### src/rtl/cordic_angle_sequencer.sv
// Sequences one binary-angle request through an external CORDIC core.
// Folds quadrants 1/2 into the core's range and returns a sign-corrected, saturated result.
module cordic_angle_sequencer #(
   parameter int TIMEOUT_CYCLES = 64
) (
   input  logic        clk,
   input  logic        reset,
   input  logic        in_valid,
   output logic        in_ready,
   input  logic [15:0] in_angle,
   output logic        core_start,
   output logic [15:0] core_angle,
   input  logic        core_done,
   input  logic [15:0] core_exp,
   output logic        out_valid,
   input  logic        out_ready,
   output logic [15:0] out_result,
   output logic [1:0]  out_quadrant,
   output logic        out_timeout,
   output logic        busy
);

   localparam int DATA_W = 16;
   localparam int CNT_W  = (TIMEOUT_CYCLES > 2) ? $clog2(TIMEOUT_CYCLES) : 1;
   localparam logic [CNT_W-1:0] CNT_LIMIT = CNT_W'(TIMEOUT_CYCLES - 1);

   typedef enum logic [1:0] {
      IDLE,
      LAUNCH,
      WAIT,
      HOLD
   } state_t;

   state_t                     state;
   state_t                     state_next;
   logic        [CNT_W-1:0]    cnt;
   logic                       negate;
   logic signed [DATA_W-1:0]   result;
   logic                       limit_hit;

   // Two's-complement negation with the single overflow case clamped to max positive.
   function automatic logic signed [DATA_W-1:0] sat_negate(input logic signed [DATA_W-1:0] x);
      if (x == {1'b1, {(DATA_W-1){1'b0}}})
         return {1'b0, {(DATA_W-1){1'b1}}};
      return -x;
   endfunction

   assign limit_hit  = (cnt == CNT_LIMIT);
   assign out_result = result;

   always_ff @(posedge clk) begin
      if (!reset)
         state <= IDLE;
      else
         state <= state_next;
   end

   always_comb begin
      state_next = state;
      in_ready   = 1'b0;
      core_start = 1'b0;
      out_valid  = 1'b0;
      busy       = 1'b1;
      case (state)
         IDLE: begin
            in_ready = 1'b1;
            busy     = 1'b0;
            if (in_valid)
               state_next = LAUNCH;
         end
         LAUNCH: begin
            core_start = 1'b1;
            state_next = WAIT;
         end
         WAIT: begin
            if (core_done || limit_hit)
               state_next = HOLD;
         end
         HOLD: begin
            out_valid = 1'b1;
            if (out_ready)
               state_next = IDLE;
         end
         default: state_next = IDLE;
      endcase
   end

   // Request capture, wait counter and result registers; core_done only matters in WAIT.
   always_ff @(posedge clk) begin
      if (!reset) begin
         core_angle   <= '0;
         negate       <= 1'b0;
         out_quadrant <= 2'b00;
         cnt          <= '0;
         result       <= '0;
         out_timeout  <= 1'b0;
      end else begin
         case (state)
            IDLE: begin
               if (in_valid) begin
                  negate       <= in_angle[15] ^ in_angle[14];
                  core_angle   <= (in_angle[15] ^ in_angle[14]) ? (in_angle ^ 16'h8000) : in_angle;
                  out_quadrant <= in_angle[15:14];
               end
            end
            LAUNCH: cnt <= '0;
            WAIT: begin
               cnt <= cnt + 1'b1;
               if (core_done) begin
                  result      <= negate ? sat_negate(signed'(core_exp)) : signed'(core_exp);
                  out_timeout <= 1'b0;
               end else if (limit_hit) begin
                  result      <= '0;
                  out_timeout <= 1'b1;
               end
            end
            default: ;
         endcase
      end
   end

endmodule

### config.mk
export PLATFORM = sky130hd
export DESIGN_NAME = cordic_angle_sequencer
export DESIGN_NICKNAME = d
export VERILOG_FILES = /design/src/rtl/cordic_angle_sequencer.sv
export SDC_FILE = /design/constraint.sdc
export NUM_CORES = 1
export LEC_CHECK = 0
export BUFFER_PORTS_ARGS = -buffer_cell sky130_fd_sc_hd__clkbuf_2
export CORE_MARGIN = 4
export CORE_UTILIZATION = 53
export CTS_CLUSTER_DIAMETER = 200
export DETAILED_ROUTE_END_ITERATION = 6
export GPL_TIMING_DRIVEN = 0
export PLACE_DENSITY_LB_ADDON = 0.1
export SYNTH_ARGS = -nofsm -noshare
export SYNTH_HDL_FRONTEND = slang
export SYNTH_SLANG_ARGS = --single-unit
### constraint.sdc
create_clock -name clk -period 5.6 [get_ports clk]
set_input_delay 0.56 -clock clk [delete_from_list [all_inputs] [get_ports clk]]
set_output_delay 0.56 -clock clk [all_outputs]
set_load 0.05 [all_outputs]
==> summary.md <==
| Metric | Value |
|---|---|
| H-tree depth | `2` |
| Final slew viol count | `0` |
| Global-route wire length before repair | `8.32 mm` |
| Tightest Hold Check Type | `register to register` |
| Final GP Congestion | `0.821` |
| Antenna Cells | `0` |
| Routed wire per std cell | `13.4 um` |
| DRT iter0 DRCs | `131` |
| DRC | `0` |
| CTS tree | `built` |
| Status | `completed` |
| Via count | `2079` |
| Hold buffers post-CTS | `0` |
| Final Hold Vio Count | `0` |
| Worst hold start | `out_timeout` |
| CP top delay family | `simple AND/OR/NAND/NOR gates` |
| Proportion of layout cells with a drive suffix above 1 | `0.293` |
| Worst setup EP type | `register` |
| Most common cell in the netlist | `nand2_1` |
| Finished Cell Area | `0.00266 mm^2` |
| Crit-path max FO | `10` |
| Routed Antenna Nets | `0` |
| Vias in the first global route | `1847` |
| Synth top area cells | `dfxtp_1 41%, nand2_1 8.0%, a21oi_1 6.9%, ha_1 3.6%, o31ai_1 2.5%` |
| Synth async-reset ratio | `0` |
| Largest net degree at the start of global routing | `14` |
| Crit path time final | `2.46 ns` |
| Layout area overhead | `26.3%` |
| Multi-input gate area | `0.00114 mm^2` |
| Die W | `71.0 um` |
| Setup violators final | `0` |
| Die area | `0.00505 mm^2` |
| CP bufs+invs | `3` |
| Mapped Cells | `251` |
| Vert. Die Dim | `71.0 um` |
| # clock sinks | `43` |
| Bufs on Longest Clock Path | `2` |
| Mean number of vias per cell | `5.44` |
| VDD IR max | `412 uV` |
| Max cap viols | `0` |
| Core area | `0.00374 mm^2` |
| EDFF count, synth | `0` |
| Seq/Total Area, Yosys | `0.409` |
| Static leakage | `1.18 nW` |
| Setup Skew | `0.00739 ns` |
| Port Buf Inserts | `75` |
| RR Startpoint | `state[0]` |
| CP peak stage delay | `0.64 ns` |
| Area leader, netlist | `dfxtp_1` |
| Number of synthesized register bits | `43` |
| Critical-path top delay cell | `nor4_4` |
| Placed inst area | `0.00254 mm^2` |
| Critical path start-end classification | `primary input to register` |
| Fmax | `407 MHz` |
| Syn nets | `294` |
| Grt ovf | `0` |
| Post-layout nets | `376` |
| Part of the cycle the worst path needs | `0.438` |
| Layout fillers | `331` |
| Num CTS Buffers | `5` |
| Worst setup path start | `core_exp[1]` |
| Critical Path RT | `5.79 ns` |
| Post-synth top cells | `45 x nand2_1, 43 x dfxtp_1, 29 x a21oi_1, 12 x clkbuf_1, 9 x o21ai_0` |
| Worst slew pin tran | `0.682 ns` |
| Max_slew headroom | `0.542` |
| Synth top area share | `0.409` |
| Mean Syn Cell Area | `8.39 um^2` |
| Primary FF master, synth | `dfxtp_1` |
| Setup TNS | `0 ns` |
| Mapped Area | `0.00211 mm^2` |
| Clock insertion delay at the later pin of the skew report | `0.29 ns` |
| Distinct cells, synth | `50` |
| Ys Warns | `0` |
| Root buf cell | `clkbuf_8` |
| Routed WL | `5.11 mm` |
| RSZ-0062 raised after global routing | `no` |
| I/O pins | `76` |
| Tot Pwr | `1.18 mW` |
| Crit path cell chain | `clkbuf_2, inv_1, ha_1, or3b_2, clkbuf_1, nor4_4, nand2_4, a311oi_1` |
| Worst setup SP type | `primary input` |
| DRT Pass-1 Iters | `4` |
| Dpl hpwl | `3.92 mm` |
| Postcts setup bufs | `0` |
| Clock transition at the registers of the reported paths | `0.07 ns` |
| FP Rows | `22` |
| Global-route usage over all layers | `0.202` |
| Initial antenna violation count | `0` |
| PwrDens | `443 mW/mm^2` |
| Initial Utilization | `0.563` |
| PostCTS Resize Cnt | `0` |
| Sequential cell area | `861 um^2` |
| Critical path arrival | `2.65 ns` |
## worst paths after layout
path,end,slack [ns],cells after the start
min,out_timeout,0.46,2
max reg2reg,out_result[11],3.43,7
min reg2reg,out_timeout,0.46,2
max,out_result[5],3.14,8
## cell families (layout without fill, tap and decap cells)
family / Yosys count / count (layout) / synth area share
AOI/OAI and AO/OA: 70 / 70 / 0.217
xor gates and xnor gates: 10 / 10 / 0.0416
adders and majority gates: 6 / 6 / 0.0356
buffers and inverters: 25 / 108 / 0.0499
DFF: 43 / 43 / 0.409
muxes: 1 / 1 / 0.00475
and+or+nand+nor: 96 / 96 / 0.242
## flip-flops by register name (all words and copies together), names as in the netlist
register	flops
negate	1
out_quadrant	1
core_angle	16
out_timeout	1
state	2
out_result	16
cnt	6
## per-layer routing
metal  track usage  wire, um  vias to the layer above
met1         0.263      2140                      954
met3        0.0582       369                        2
li1              -         -                     1062
met5             0         0                        -
met4        0.0459        22                        0
met2         0.331      2580                       61
## through the flow
step	hold WS (ns)	util	instances	setup slack [ns]
after CTS	0.457	0.710	382	3.17
after detailed placement	0.443	0.679	374	2.89
after floorplan	0.457	-	251	3.26
after global routing	0.477	0.710	382	2.99
final	0.455	0.710	382	3.14
after global placement	0.435	0.679	374	2.90
## layout make-up
cell class                      count  area share
Multi-Input combinational cell    183       0.429
Timing Repair Buffer               75       0.141
Inverter                            8      0.0113
Sequential cell                    43       0.324
Clock inverter                      2      0.0132
Clock buffer                        6      0.0311
Buffer                             17      0.0282
Tap cell                           48      0.0226
## where the power goes
part	leakage [nW]	internal [mW]	switching, mW
combinational	0.766	0.146	0.401
sequential	0.350	0.357	0.0304
clock	0.0612	0.144	0.0994
total	1.18	0.647	0.531
## cell usage in the layout, fill, tap and decap left out, drive strengths merged, types with 3 or more instances in the layout
master and n:
a21oi 29, a311oi 4, a32oi 3, and2 3
and3 4, buf 5, clkbuf 93, dfxtp 43
ha 6, inv 8, nand2 46, nand3 4
nor2 8, nor3 3, o21ai 9, o31ai 7
o41ai 4, or2 3, or3 3, or3b 4
or4 5, xnor2 4, xor2 6
## worst min-delay path, stage by stage, from the launching register on
cell     delay, ns
dfxtp_1       0.32
inv_1         0.05
a21oi_1       0.05
No activity file was read; power rests on OpenSTA's default activity.
